## src/rtl/uart_transmitter_if.sv

```systemverilog
// Transmit-side bundle between the send-button/switch logic and the UART
// transmitter: send request and byte in, serial line, busy flag and byte echo out.
interface uart_transmitter_if;
  logic       btn1;
  logic [7:0] sw;
  logic       onebit_data;
  logic       busy;
  logic [7:0] led;

  modport master (
    output btn1,
    output sw,
    input  onebit_data,
    input  busy,
    input  led
  );

  modport slave (
    input  btn1,
    input  sw,
    output onebit_data,
    output busy,
    output led
  );
endinterface

```

## src/rtl/uart_transmitter.sv

```systemverilog
// UART transmit stage: one LSB-first frame per synchronized send-button edge.
// Define UART_TX_PARITY_EN to insert an even-parity bit (8E1); default is 8N1.
module uart_transmitter #(
  parameter int CLKS_PER_BIT = 5208
) (
  input  logic               clk,
  input  logic               btn0,
  uart_transmitter_if.slave  tx_if
);

  localparam int CNT_W = (CLKS_PER_BIT > 2) ? $clog2(CLKS_PER_BIT) : 1;
  localparam logic [CNT_W-1:0] CNT_LAST = CNT_W'(CLKS_PER_BIT - 1);
  localparam logic [CNT_W-1:0] CNT_ONE  = CNT_W'(1);
  localparam logic [CNT_W-1:0] CNT_ZERO = CNT_W'(0);

`ifdef UART_TX_PARITY_EN
  typedef enum logic [2:0] {
    IDLE   = 3'd0,
    START  = 3'd1,
    DATA   = 3'd2,
    PARITY = 3'd3,
    STOP   = 3'd4
  } state_t;

  function automatic logic even_parity(input logic [7:0] d);
    return ^d;
  endfunction
`else
  typedef enum logic [2:0] {
    IDLE  = 3'd0,
    START = 3'd1,
    DATA  = 3'd2,
    STOP  = 3'd4
  } state_t;
`endif

  state_t           state_r;
  logic [CNT_W-1:0] cnt_r;
  logic [2:0]       idx_r;
  logic [7:0]       shift_r;
  logic             line_r;
  logic             busy_r;
  logic [7:0]       led_r;
  logic             s1_r;
  logic             s2_r;
  logic             s3_r;
  logic             send_edge_s;
  logic             bit_done_s;

  assign send_edge_s = s2_r & ~s3_r;
  assign bit_done_s  = (cnt_r == CNT_LAST);

  assign tx_if.onebit_data = line_r;
  assign tx_if.busy        = busy_r;
  assign tx_if.led         = led_r;

  // Button synchronizer, baud timing and frame sequencing with registered outputs.
  always_ff @(posedge clk) begin
    if (btn0) begin
      state_r <= IDLE;
      cnt_r   <= CNT_ZERO;
      idx_r   <= 3'd0;
      shift_r <= 8'h00;
      line_r  <= 1'b1;
      busy_r  <= 1'b0;
      led_r   <= 8'h00;
      s1_r    <= 1'b0;
      s2_r    <= 1'b0;
      s3_r    <= 1'b0;
    end else begin
      // s3 follows s2 even mid-frame so a held button cannot retrigger later.
      s1_r <= tx_if.btn1;
      s2_r <= s1_r;
      s3_r <= s2_r;
      case (state_r)
        IDLE: begin
          line_r <= 1'b1;
          busy_r <= 1'b0;
          if (send_edge_s) begin
            shift_r <= tx_if.sw;
            led_r   <= tx_if.sw;
            busy_r  <= 1'b1;
            line_r  <= 1'b0;
            cnt_r   <= CNT_ZERO;
            state_r <= START;
          end
        end
        START: begin
          if (bit_done_s) begin
            cnt_r   <= CNT_ZERO;
            idx_r   <= 3'd0;
            line_r  <= shift_r[0];
            state_r <= DATA;
          end else begin
            cnt_r <= cnt_r + CNT_ONE;
          end
        end
        DATA: begin
          if (bit_done_s) begin
            cnt_r <= CNT_ZERO;
            if (idx_r == 3'd7) begin
`ifdef UART_TX_PARITY_EN
              line_r  <= even_parity(shift_r);
              state_r <= PARITY;
`else
              line_r  <= 1'b1;
              state_r <= STOP;
`endif
            end else begin
              idx_r  <= idx_r + 3'd1;
              line_r <= shift_r[idx_r + 3'd1];
            end
          end else begin
            cnt_r <= cnt_r + CNT_ONE;
          end
        end
`ifdef UART_TX_PARITY_EN
        PARITY: begin
          if (bit_done_s) begin
            cnt_r   <= CNT_ZERO;
            line_r  <= 1'b1;
            state_r <= STOP;
          end else begin
            cnt_r <= cnt_r + CNT_ONE;
          end
        end
`endif
        STOP: begin
          if (bit_done_s) begin
            cnt_r   <= CNT_ZERO;
            line_r  <= 1'b1;
            busy_r  <= 1'b0;
            state_r <= IDLE;
          end else begin
            cnt_r <= cnt_r + CNT_ONE;
          end
        end
        default: begin
          cnt_r   <= CNT_ZERO;
          line_r  <= 1'b1;
          busy_r  <= 1'b0;
          state_r <= IDLE;
        end
      endcase
    end
  end

endmodule

```

## src/flat_wrapper.sv

```systemverilog
// flat-port wrapper written by rule: the top's interface ports become plain ports
module uart_transmitter_flat 
#(
  parameter int CLKS_PER_BIT = 5208
)
  (clk, btn0, tx_if_btn1, tx_if_sw, tx_if_onebit_data, tx_if_busy, tx_if_led);
  uart_transmitter_if tx_if_i ();
  input  logic clk;
  input  logic btn0;
  input wire logic [$bits(tx_if_i.btn1)-1:0] tx_if_btn1;
  input wire logic [$bits(tx_if_i.sw)-1:0] tx_if_sw;
  output wire logic [$bits(tx_if_i.onebit_data)-1:0] tx_if_onebit_data;
  output wire logic [$bits(tx_if_i.busy)-1:0] tx_if_busy;
  output wire logic [$bits(tx_if_i.led)-1:0] tx_if_led;
  assign tx_if_i.btn1 = tx_if_btn1;
  assign tx_if_i.sw = tx_if_sw;
  assign tx_if_onebit_data = tx_if_i.onebit_data;
  assign tx_if_busy = tx_if_i.busy;
  assign tx_if_led = tx_if_i.led;
  uart_transmitter #(.CLKS_PER_BIT(CLKS_PER_BIT)) u_core (.clk(clk), .btn0(btn0), .tx_if(tx_if_i));
endmodule
```

## config.mk

```make
export PLATFORM = sky130hd
export DESIGN_NAME = uart_transmitter_flat
export DESIGN_NICKNAME = d
export VERILOG_FILES = /design/src/rtl/uart_transmitter_if.sv /design/src/rtl/uart_transmitter.sv /design/src/flat_wrapper.sv
export SDC_FILE = /design/constraint.sdc
export NUM_CORES = 1
export LEC_CHECK = 0
export ABC_AREA = 1
export BUFFER_PORTS_ARGS = -buffer_cell sky130_fd_sc_hd__buf_2
export CORE_MARGIN = 1.5
export CORE_UTILIZATION = 50
export CTS_CLUSTER_SIZE = 25
export DETAILED_ROUTE_END_ITERATION = 16
export PLACE_DENSITY = 0.7
export SYNTH_ARGS = -nofsm -noshare
export SYNTH_HDL_FRONTEND = slang
export SYNTH_SLANG_ARGS = --single-unit
```

## constraint.sdc

```tcl
create_clock -name clk -period 3 [get_ports clk]
set_clock_uncertainty 0.2 [all_clocks]
set_input_delay 0.75 -clock clk [delete_from_list [all_inputs] [get_ports clk]]
set_output_delay 0.75 -clock clk [all_outputs]
set_load 0.02 [all_outputs]
```

==> impl_metrics.tcl, run 1 <==
set metrics [dict create \
    synthesis.area_mm2 0.001718 \
    io_pins 21 \
    drc 0 \
    first_global_vias 1251 \
    min_period_ns 1.877 \
    p_int_mw 0.6669 \
    cp_top_family "flip-flops" \
    report.final.slew_viol_count 0 \
    dieArea_mm2 0.003796 \
    die_x_um 61.62 \
    gp_congestion 0.7963 \
    comb_power_share 0.305 \
    cp_slowest_cell "dfxtp_1" \
    cts_tree "done" \
    leakage_nw 0.7949 \
    core.rowCount 21 \
    setup_viol 0 \
    worst_setup_path_start_kind "flip-flop" \
    worstReg2RegStart "u_core.cnt_r[0]" \
    slew_headroom 0.7051 \
    vias 1503 \
    via_per_inst 4.896 \
    path_cells "buf_2" \
    hold_buffers 0 \
    crit_buf_inv 1 \
    pwr_density_cell_mw_per_mm2 563.2 \
    drv_cap 0 \
    path_max_fanout 4 \
    grt_usage 0.1928 \
    grt.overflow.total 0 \
    syn2layout_area_growth_pct 10.20 \
    synth_fp_nets 252 \
    grt_max_degree 14 \
    cp.required_ns 2.05 \
    drt_iter0_drc 94 \
    drtAntennaViolNets 0 \
    period_share 0.6257 \
    final_core_utilization 0.5718 \
    cts_buffers 5 \
    path_clk_slew_ns 0.10 \
    rsz0062_at_grt "no" \
    critPathKind "flip-flop to output port" \
    insertion_delay_ns 0.34 \
    switching_share 0.3746 \
    ys_warn_count 0 \
    die_y_um 61.62 \
    htreeDepth 2 \
    cts_root_buffer "clkbuf_4" \
    status "completed" \
    ys_seq_elements 32 \
    cts_resized 0 \
    portBuffers 20 \
    diodes 0 \
    hp-start "u_core.s1_r" \
    grt_antenna_before_repair 0 \
    fmax_mhz 532.7 \
    cts.sinks 32 \
    peakVddDrop_uv 313.9 \
    mostFrequentLayoutCell "nand2_1" \
    dp_hpwl_um 2542 \
    fin_setup_tns_ns 0 \
    core-area_mm2 0.003311 \
    pwr-share-seq 0.448 \
    seq_area_frac_synth 0.3729 \
    layout-drive-gt1-share 0.2414 \
    cts_setup_buffers 0 \
    cp-startpoint "u_core.shift_r[0]" \
    slowest_delay_ns 0.40 \
    nets 274 \
    worstPathArrival_ns 0.93 \
    hold_viol_final 0 \
    synthCells 238 \
    end_kind "output port" \
    avgSynthCellArea_um2 7.218 \
    dr.pass1.iters 4 \
    hold_class "flip-flop to flip-flop" \
    wl_per_cell_um 10.74 \
    initial_core_util 0.5189 \
    clkPwrFrac 0.247 \
    drt_wl_total_um 3296 \
    final_cell_mix "nand2_1 (54), dfxtp_1 (32), nor2_1 (31)" \
    worst_slew_pin_slew_ns 0.4411 \
    switchingPower_mw 0.3994 \
    grt_pass1_wl_um 5216 \
    clk_path_buf_depth 2 \
    ys_types 30 \
]
## logic make-up after synthesis
kind of cell	synth area share
buffers and inverters	0.08594
adder cells (fa/ha/maj)	0.02185
AO/OA/AOI/OAI	0.08959
AND/OR/NAND/NOR	0.4195
flip-flops	0.3729
XOR/XNOR	0.01020
## through the flow
step           instance area [um^2]  hold slack [ns]  total power [mW]  setup slack [ns]  std cells
2_1_floorplan                  1718           0.1883            0.7724             1.286        238
3_3_place_gp                   1832           0.2030            0.8124             1.117        299
3_5_place_dp                   1832           0.2035            0.8157             1.093        299
4_1_cts                        1893           0.2190             1.077             1.109        307
5_1_grt                        1893           0.2425             1.136             1.045        307
6_report                       1893           0.2125             1.066             1.123        307
## cells in the mapped netlist
cell,n,area share
nor2_1,31,0.068
nand2_2,4,0.015
nand2_1,54,0.12
nor2_2,8,0.029
o21bai_1,1,0.0044
nor3_4,1,0.0095
nor2_8,1,0.012
nand3_1,21,0.061
ha_1,3,0.022
nand3b_1,1,0.0044
or2_2,2,0.0073
nand3_2,2,0.012
inv_2,4,0.0087
dfxtp_1,32,0.37
buf_2,1,0.0029
nand2_4,3,0.020
nor3_2,1,0.0058
inv_4,1,0.0036
clkbuf_1,2,0.0044
o21a_1,2,0.0087
buf_6,1,0.0066
nor2_4,5,0.033
buf_12,1,0.012
a21oi_2,3,0.015
nor3_1,4,0.012
o21ai_0,13,0.038
xor2_1,2,0.010
nand4_1,4,0.015
a21oi_1,8,0.023
inv_1,22,0.048
## final timing paths
check,end,slack [ns],depth (start not counted)
worst max register to register,u_core.cnt_r[5],1.26,8
worst max-delay path,tx_if_led[0],1.12,1
worst min-delay path,u_core.s2_r,0.21,2
worst min register to register,u_core.s2_r,0.21,2
## layout make-up
type                       instances  area (um^2)
timing repair buffer              20        100.1
inverter                          27        103.9
clock buffer                       6        51.30
multi-input combinational        174        929.6
tap                               46        57.56
fill                             351         1418
sequential                        32        640.6
clock inverter                     2        10.01
## sequential cells by signal, summed over array words and instances (netlist names)
name	cells
u_core.idx_r	3
u_core.s3_r	1
u_core.tx_if.onebit_data	1
u_core.s2_r	1
u_core.s1_r	1
u_core.state_r	3
u_core.shift_r	8
u_core.tx_if.busy	1
u_core.cnt_r	13
## routing by layer
metal,vias to the layer above,part of all wire,track usage
met2,25,0.48,0.3173
met4,0,0.0091,0.09422
met5,-,0,0
met1,671,0.46,0.2208
met3,2,0.041,0.06933
li1,805,-,-
## power groups by stage
stage          registers [mW]  logic (mW)  clock network [mW]
2_1_floorplan           0.503       0.269                   0
3_3_place_gp            0.488       0.325                   0
3_5_place_dp            0.488       0.327                   0
4_1_cts                 0.479       0.327               0.271
5_1_grt                 0.482       0.364               0.290
6_report                0.478       0.325               0.263
Note: power is estimated with default switching activity, not from simulation.
==> inputs of run 2 (changes only) <==
Clock period 3 ns to 1.8 ns, I/O delays scaled along.
==> run 2 against run 1 <==
Compared with the run above:
- global-route usage increased by 0.16 points
- hold slack got worse by 0.097 ns
- count of clock-buffer cells in the layout increased by 1
- die area unchanged
- via count decreased by 0.47%
- register-to-register slack got worse by 1.1 ns
- critical path depth increased by 7
- non-clock buffer count increased by 4
- sequential power increased by 67%
- routed wire length increased by 0.18%
- cell count increased by 1.3%
==> impl_metrics.tcl, run 2 (synthesized netlist as in run 1, its figures left out) <==
set metrics [dict create \
    path_max_fanout 11 \
    pre_cts_ws_ns 0.07915 \
    grt.overflow.total 0 \
    fin_ws_ns 0.1198 \
    initial_core_util 0.5189 \
    cts.sinks 32 \
    layout-drive-gt1-share 0.2604 \
    dr.pass1.iters 4 \
    postLayoutCellArea_mm2 0.001973 \
    critPathKind "flip-flop to flip-flop" \
    drt_wl_total_um 3302 \
    drv_cap 0 \
    clk_path_buf_depth 2 \
    cp.required_ns 1.82 \
    setup_viol 0 \
    leakage_nw 0.8248 \
    htreeDepth 2 \
    regMostFlops "u_core.cnt_r" \
    drt_iter0_drc 62 \
    hold_slack_ns 0.1153 \
    cts_tree "done" \
    final_cell_mix "nand2_1 (54), dfxtp_1 (32), nor2_1 (31)" \
    status "completed" \
    worst_slew_pin_slew_ns 0.3557 \
    core-area_mm2 0.003311 \
    placed_area_mm2 0.001862 \
    reg.largest.list "u_core.cnt_r (13), u_core.shift_r (8)" \
    first_global_vias 1249 \
    r2r_setup_slack_ns 0.12 \
    regArea_um2 640.6 \
    portBuffers 20 \
    hold_buffers 0 \
    via_per_inst 4.810 \
    worstPathArrival_ns 1.70 \
    grt_antenna_before_repair 0 \
    vias 1496 \
    hold_viol_final 0 \
    syn2layout_area_growth_pct 14.86 \
    grt_max_degree 14 \
    report.final.slew_viol_count 0 \
    path_clk_slew_ns 0.10 \
    dieArea_mm2 0.003796 \
    grt_usage 0.1943 \
    grt_pass1_wl_um 5409 \
    die_y_um 61.62 \
    pwr_density_cell_mw_per_mm2 997.6 \
    peakVddDrop_uv 541.9 \
    end_kind "flip-flop" \
    mostFrequentLayoutCell "nand2_1" \
    cts_root_buffer "clkbuf_4" \
    fillCellCount 342 \
    worst_setup_path_start_kind "flip-flop" \
    multi_input_area_um2 945.9 \
    hold_class "primary input to flip-flop" \
    wl_per_cell_um 10.62 \
    insertion_delay_ns 0.33 \
    slew_headroom 0.7611 \
    diodes 0 \
    cts_buffers 5 \
    gp_congestion 0.8514 \
    nets 278 \
    dp_hpwl_um 2496 \
    drtAntennaViolNets 0 \
    die_x_um 61.62 \
    largest_reg_flops 13 \
    fmax_mhz 595.2 \
    min_period_ns 1.680 \
    fin_setup_tns_ns 0 \
    core.rowCount 21 \
    period_share 0.9334 \
    drc 0 \
    io_pins 21 \
]
run 2: path summary, 6_finish.rpt:
kind,startpoint,to,cells past startpoint
worst max-delay path,u_core.cnt_r[0],u_core.cnt_r[8],8
worst max register to register,u_core.cnt_r[0],u_core.cnt_r[8],8
worst min register to register,u_core.s1_r,u_core.s2_r,2
worst min-delay path,tx_if_btn1,u_core.s1_r,3
run 2: metrics by stage:
| step | utilization | total power, mW | instances |
|---|---|---|---|
| floorplan | - | 1.287 | 238 |
| global placement | 0.5624 | 1.355 | 303 |
| detailed placement | 0.5624 | 1.363 | 303 |
| CTS | 0.5911 | 1.978 | 311 |
| global route | 0.5960 | 2.100 | 311 |
| finish | 0.5960 | 1.968 | 311 |
run 2: routing by layer:
metal	vias to the layer above	GRT usage	share of wire
li1	808	-	-
met1	652	0.2778	0.50
met2	31	0.2797	0.45
met3	5	0.05672	0.045
met4	0	0.06383	0.011
met5	-	0	0
run 2: power breakdown:
| group | switching [mW] | internal (mW) | total [mW] |
|---|---|---|---|
| Clock | 0.244 | 0.369 | 0.612 |
| Sequential | 0.0367 | 0.759 | 0.796 |
| Combinational | 0.382 | 0.178 | 0.560 |
run 2: area by class of cell:
class,instances,share of cell area
timing repair buffer,24,0.06595
sequential,32,0.3247
multi-input combinational,174,0.4794
inverter,27,0.05263
tap,46,0.02917
clock inverter,1,0.01522
clock buffer,7,0.03297
run 2: timing repair:
item,in CTS,in global routing
endpoints found under the setup margin,0,14
setup buffers,0,0
gates resized for setup,0,4
run 2: worst max-delay path, cell delays in order (launching register included):
cell	delay, ns
dfxtp_1	0.39
ha_2	0.23
nand2_1	0.07
nor2_2	0.16
nand3_2	0.12
nand2_4	0.11
nand2_4	0.08
nand2_8	0.15
nor2_2	0.06
